`config.mk`:
```
export PLATFORM = sky130hd
export DESIGN_NAME = mem_access_ctrl
export DESIGN_NICKNAME = d
export VERILOG_FILES = /design/src/rtl/mem_access_ctrl.sv
export SDC_FILE = /design/constraint.sdc
export NUM_CORES = 1
export LEC_CHECK = 0
export ABC_CLOCK_PERIOD_IN_PS = 3100
export CAP_MARGIN = 25
export CORE_MARGIN = 2
export CORE_UTILIZATION = 41
export DETAILED_ROUTE_END_ITERATION = 6
export GPL_TIMING_DRIVEN = 0
export PLACE_DENSITY = 0.85
export SLEW_MARGIN = 20
export SYNTH_ARGS = -nofsm -noshare
export SYNTH_HDL_FRONTEND = slang
export SYNTH_SLANG_ARGS = --single-unit
```
`constraint.sdc`:
```
create_clock -name clk -period 3.1 [get_ports clk]
set_input_delay 0.62 -clock clk [delete_from_list [all_inputs] [get_ports clk]]
set_output_delay 0.62 -clock clk [all_outputs]
set_load 0.005 [all_outputs]
```
`src/rtl/mem_access_ctrl.sv`:
```
// Multicycle load/store sequencer: presents the address, waits out the read latency,
// captures the memory word, then either loads the size-handler result or issues the merged write.
//
// state | meaning
// IDLE  | waiting for start; request fields latched on acceptance
// WAIT  | counting down the memory read latency
// CAPT  | memory word valid, registered into mem_q
// ACT   | load: mdr <= sh_out; store: mem_wr asserted for this cycle
// DONE  | one-cycle done pulse (err reflects an illegal op)
module mem_access_ctrl #(
    parameter int RD_WAIT = 2
) (
    input  logic        clk,
    input  logic        reset,
    input  logic        start,
    input  logic [2:0]  op,
    input  logic [31:0] addr,
    input  logic [31:0] B,
    input  logic [31:0] mem_rdata,
    input  logic [31:0] sh_out,
    output logic [31:0] mem_addr,
    output logic        mem_wr,
    output logic [31:0] mem_wdata,
    output logic [31:0] mem_q,
    output logic [31:0] B_q,
    output logic [2:0]  sh_sel,
    output logic [31:0] mdr,
    output logic        busy,
    output logic        done,
    output logic        err
);

    typedef enum logic [2:0] {
        IDLE = 3'd0,
        WAIT = 3'd1,
        CAPT = 3'd2,
        ACT  = 3'd3,
        DONE = 3'd4
    } state_t;

    localparam logic [3:0] WAIT_INIT = 4'(RD_WAIT - 1);

    state_t     state;
    logic [3:0] cnt;

    function automatic logic is_store(input logic [2:0] o);
        return (o == 3'b000) || (o == 3'b001) || (o == 3'b010);
    endfunction

    assign mem_wdata = sh_out;

    always_ff @(posedge clk) begin
        if (reset) begin
            state    <= IDLE;
            cnt      <= 4'd0;
            mem_addr <= 32'd0;
            mem_q    <= 32'd0;
            B_q      <= 32'd0;
            mdr      <= 32'd0;
            sh_sel   <= 3'b000;
            mem_wr   <= 1'b0;
            busy     <= 1'b0;
            done     <= 1'b0;
            err      <= 1'b0;
        end else begin
            done   <= 1'b0;
            mem_wr <= 1'b0;
            case (state)
                IDLE: begin
                    if (start) begin
                        sh_sel   <= op;
                        mem_addr <= addr;
                        B_q      <= B;
                        err      <= 1'b0;
                        case (op)
                            3'b001: begin
                                // sw needs no read: straight to the write cycle
                                state  <= ACT;
                                busy   <= 1'b1;
                                mem_wr <= 1'b1;
                            end
                            3'b000, 3'b010, 3'b011, 3'b100, 3'b101: begin
                                state <= WAIT;
                                cnt   <= WAIT_INIT;
                                busy  <= 1'b1;
                            end
                            default: begin
                                state <= DONE;
                                err   <= 1'b1;
                                done  <= 1'b1;
                            end
                        endcase
                    end
                end
                WAIT: begin
                    if (cnt == 4'd0) begin
                        state <= CAPT;
                    end else begin
                        cnt <= cnt - 4'd1;
                    end
                end
                CAPT: begin
                    mem_q  <= mem_rdata;
                    mem_wr <= is_store(sh_sel);
                    state  <= ACT;
                end
                ACT: begin
                    if (!is_store(sh_sel)) begin
                        mdr <= sh_out;
                    end
                    busy  <= 1'b0;
                    done  <= 1'b1;
                    state <= DONE;
                end
                DONE: begin
                    state <= IDLE;
                end
                default: begin
                    state <= IDLE;
                    busy  <= 1'b0;
                end
            endcase
        end
    end

endmodule

```
Yosys cells after proc, flatten, opt, wreduce, memory -nomap -nowiden
Index checks and enable logic that the tools add are counted.
Widths: inputs -> output; s select.
Operators by class
  add/subtract/negate cells: 1
  equal/unequal tests: 16
  mux-type cells: 17
  bitwise gates (word level): 2
  reductions and logical operators: 15
Operators with widths (count)
  $eq 3x2->1 const B: 5
  $mux 4: 3
  $pmux 3 s4: 1
  $eq 3x1->1 const B: 3
  $eq 3x3->1 const B: 3
  $logic_not 3->1: 3
  $ne 2x2->1 const B: 4
  $pmux 4 s2: 1
  $mux 1: 6
  $mux 3: 2
  $pmux 1 s2: 3
  $pmux 3 s2: 1
  $reduce_and 2->1: 3
  $reduce_or 6->1: 1
  $reduce_or 5->1: 1
  $logic_not 4->1: 1
  $reduce_and 4->1: 1
  $sub 4x1->4 const B: 1
  $reduce_and 3->1: 1
  $reduce_or 3->1: 1
  $logic_or 1x1->1: 2
  $ne 2x1->1 const B: 1
  $not 1->1: 2
  $reduce_bool 2->1: 1
Storage, ports and cells
  register bits: 142
  input port bits: 134
  output and inout bits: 167

Depth between registers and ports, before layout
  depth in word-level cells: 5
  depth in mapped cells: 7
  gate-level depth less buffers: 6

Worst setup path after synthesis
No wires, ideal clock.
  path kind: input-to-reg
  start point: input port start
  end point: register err
  library setup time: 128 ps
  arrival time: 1622 ps
  data required time: 2972 ps
  setup slack: 1350 ps
  stages: 6
  buffers on the path: 3
  cells stage by stage: or4b_1 -> buf_2 -> buf_6 -> buf_6 -> a21oi_1 -> nor2_1
Between the ends
  word-level cells in the longest chain between the ends: 1
RTL lines
  from (decl): RTL line 15  | input logic start,
  $reduce_and 2->1 (no source line)
  to (signal assigned): RTL line 64  | err <= 1'b0;
  to (signal assigned): RTL line 74  | err <= 1'b0;
  to (signal assigned): RTL line 89  | err <= 1'b1;
  to (decl): RTL line 30  | output logic err
Every way passes these cells.
A chain may end at the register's enable or synchronous reset.

Worst setup path after layout
  start point: input port sh_out[25]
  end point: output port mem_wdata[25]
RTL lines
  from (decl): RTL line 20  | input logic [31:0] sh_out,
  to (decl): RTL line 23  | output logic [31:0] mem_wdata,
No word-level cell between the ends.

==> impl_metrics.json <==
{
  "status": "finished clean",
  "fmax_mhz": 422,
  "hold_buffers": 0,
  "synth_area_mm2": 0.00531,
  "vias": 5637,
  "start_util_pct": 42.1,
  "synth_common_cells": "267 x nand2_1, 142 x dfxtp_1, 140 x a21oi_1, 37 x clkbuf_1, 32 x buf_4",
  "first_global_vias": 5738,
  "async_flop_share_pct": 0,
  "syn_nets": 808,
  "post_cts_buffers": 0,
  "synth-xor-area-share_pct": 0.165,
  "ys.flop_type": "dfxtp_1",
  "port_buffers": 299,
  "rows": 41,
  "crit_path_frequent_cell": "clkdlybuf4s50_1",
  "slowest_delay_ns": 0.53,
  "reg2reg_depth": 6,
  "cp_cell_sequence": "clkdlybuf4s50_1 > buf_4 > clkdlybuf4s50_1",
  "tns_ns": 0,
  "final_cells": 1171,
  "slowest_stage": "clkdlybuf4s50_1",
  "fin_crit_ns": 2.37,
  "ant_nets": 0,
  "firstDrtPassIters": 4,
  "ys_warn_count": 0,
  "dp_hpwl_um": 13800,
  "ys_top_cells_by_area": "dfxtp_1 54%, nand2_1 19%, a21oi_1 13%",
  "worstPathRequired_ns": 2.48,
  "cp.depth": 3,
  "arrival_ns": 1.75,
  "overflow": 0,
  "critical_path.startpoint_type": "primary input",
  "rsz0062_at_grt": "false",
  "synthAdderAreaFrac_pct": 0.471,
  "synth_edf_count": 0,
  "setup.worst_path.class": "primary input to output pin",
  "synth.most_common_cell": "nand2_1",
  "cts_num_sinks": 142,
  "slew_headroom_pct": 54.5,
  "crit_family": "buffers and inverters",
  "grt_pass1_wl_um": 28200,
  "synth_top_family_by_area": "simple AND/OR/NAND/NOR gates",
  "hold_viol": 0,
  "synth_top_area_share_pct": 53.6,
  "fin_nets": 1126,
  "crit_buf_inv": 3,
  "whs_path_depth": 2,
  "muxShareOfSynthArea_pct": 0,
  "die_y_um": 118,
  "num_antenna_cells": 0,
  "drive_gt1_share_pct": 7.01,
  "syn_avg_cell_area_um2": 7.90,
  "synth_cell_types": 31,
  "fp.dieArea_mm2": 0.0139,
  "routedWlPerCell_um": 15.4,
  "io_pins": 301,
  "die_x_um": 118,
  "synthSimpleGateAreaFrac_pct": 22.3,
  "min_period_over_period_pct": 76.5,
  "antenna_found_initial": 0,
  "drc_errors": 0,
  "cellLeakagePower_nw": 3.28,
  "viasPerCell": 4.81,
  "hold_path_class": "flop to flop",
  "coreArea_mm2": 0.0126,
  "synth_seq_cells": 142,
  "tightest_slew_ns": 0.681,
  "cts_root_buf": "clkbuf_16",
  "p_per_area_mw_per_mm2": 531,
  "maxSlewViolCount": 0,
  "cts_resized": 0,
  "critPathMaxFanout": 2,
  "clk_latency_ns": 0.42,
  "tritoncts": "yes",
  "clock_path_buffers": 2,
  "grtUsageTotal_pct": 25.8,
  "drt_wl_total_um": 18000,
  "drtIter0Drc": 209,
  "routabilityCongestion": 0.818,
  "cts-buffers-inserted": 17,
  "cap_violations": 0,
  "clk_pin_slew_ns": 0.05,
  "ir_worst_vdd_mv": 0.414,
  "seq_area_frac_synth_pct": 53.6,
  "yosysTopAreaCell": "dfxtp_1",
  "synth-compound-area-share_pct": 14.8,
  "grt_max_degree": 17,
  "fin_skew_ns": 0.00778,
  "syn2layout_area_growth_pct": 69.8,
  "dp_cells": 1143,
  "synth_cells": 672,
  "finalSetupViolCount": 0,
  "cp-end-kind": "output pin",
  "h-tree-depth": 4
}
## power breakdown
group          internal, W  switching [W]
registers          0.00196      0.0000687
logic             0.000552       0.000437
clock network      0.00106       0.000707
## state kept, by name (all words and copies together), names as in the netlist
| signal | count |
|---|---|
| mdr | 32 |
| busy | 1 |
| state | 3 |
| mem_q | 32 |
| sh_sel | 3 |
| B_q | 32 |
| mem_wr | 1 |
| mem_addr | 32 |
| done | 1 |
| err | 1 |
| cnt | 4 |
## tightest hold or removal path, stage by stage (launching register included)
cell and delay [ns]:
dfxtp_1 0.30, nand2_1 0.05, a21oi_1 0.05
## layout make-up
class | instances | area [um2]
Clock inverter | 2 | 10.0
Fill cell | 1029 | 3600
Sequential cell | 142 | 2840
Buffer | 80 | 453
Clock buffer | 26 | 489
Timing Repair Buffer | 299 | 2990
Inverter | 3 | 11.3
Multi-Input combinational cell | 447 | 2000
Tap cell | 172 | 215
## worst paths after layout
kind                                  from                        to  slack, ns
setup / recovery                sh_out[25]             mem_wdata[25]       0.73
hold / removal    mem_addr[9]$_SDFFE_PP0P_  mem_addr[9]$_SDFFE_PP0P_       0.45
setup reg to reg     state[1]$_SDFFE_PP0P_      B_q[17]$_SDFFE_PP0P_       1.11
hold reg to reg   mem_addr[9]$_SDFFE_PP0P_  mem_addr[9]$_SDFFE_PP0P_       0.45
## per-stage QoR
step / cell area, um2 / setup WS [ns] / util, % / power [W] / hold slack (ns)
floorplan: 5310 / 1.35 / - / 0.00247 / 0.453
global placement: 8520 / 0.333 / 67.5 / 0.00304 / 0.441
detailed placement: 8520 / 0.343 / 67.5 / 0.00306 / 0.445
CTS: 9010 / 0.723 / 71.4 / 0.00483 / 0.453
global route: 9010 / 0.612 / 71.4 / 0.00500 / 0.465
finish: 9010 / 0.729 / 71.4 / 0.00479 / 0.450
## cell families (layout without fill, tap and decap cells)
logic type / after synthesis / count (layout)
xor+xnor: 1 / 1
flops: 142 / 142
compound gates: 150 / 150
simple gates: 294 / 294
buf+inv: 83 / 410
fa+ha+maj: 2 / 2
## layout by cell type, fill, tap and decap left out
master	netlist	final
a211oi_2	1	1
nor4b_2	1	1
buf_6	3	3
nor3b_1	1	1
and2_1	1	1
nor3_1	5	5
or4b_1	1	1
nor2_1	8	8
nand4_1	1	1
o41ai_1	1	1
nand2b_1	1	1
inv_1	3	3
clkdlybuf4s50_1	0	299
clkbuf_1	37	43
nor4bb_1	1	1
nor3b_4	1	1
dfxtp_1	142	142
a21boi_0	2	2
nand3b_1	1	1
a21oi_1	140	140
clkbuf_8	0	3
clkinv_2	0	2
or3b_2	1	1
buf_4	32	32
clkbuf_16	0	17
a21o_1	2	2
nand3_1	2	2
buf_2	8	8
o21ai_0	3	3
or4bb_1	1	1
nand2_1	267	267
a21oi_4	1	1
xnor2_1	1	1
and3b_1	1	1
ha_1	2	2
## metal layers
layer	up-vias	GRT usage, %	routed length, um
met2	257	47.2	9150
li1	2783	-	-
met5	-	0	0
met1	2541	25.1	6480
met4	0	13.9	799
met3	56	9.59	1570
Note: power is estimated with default switching activity, not from simulation.
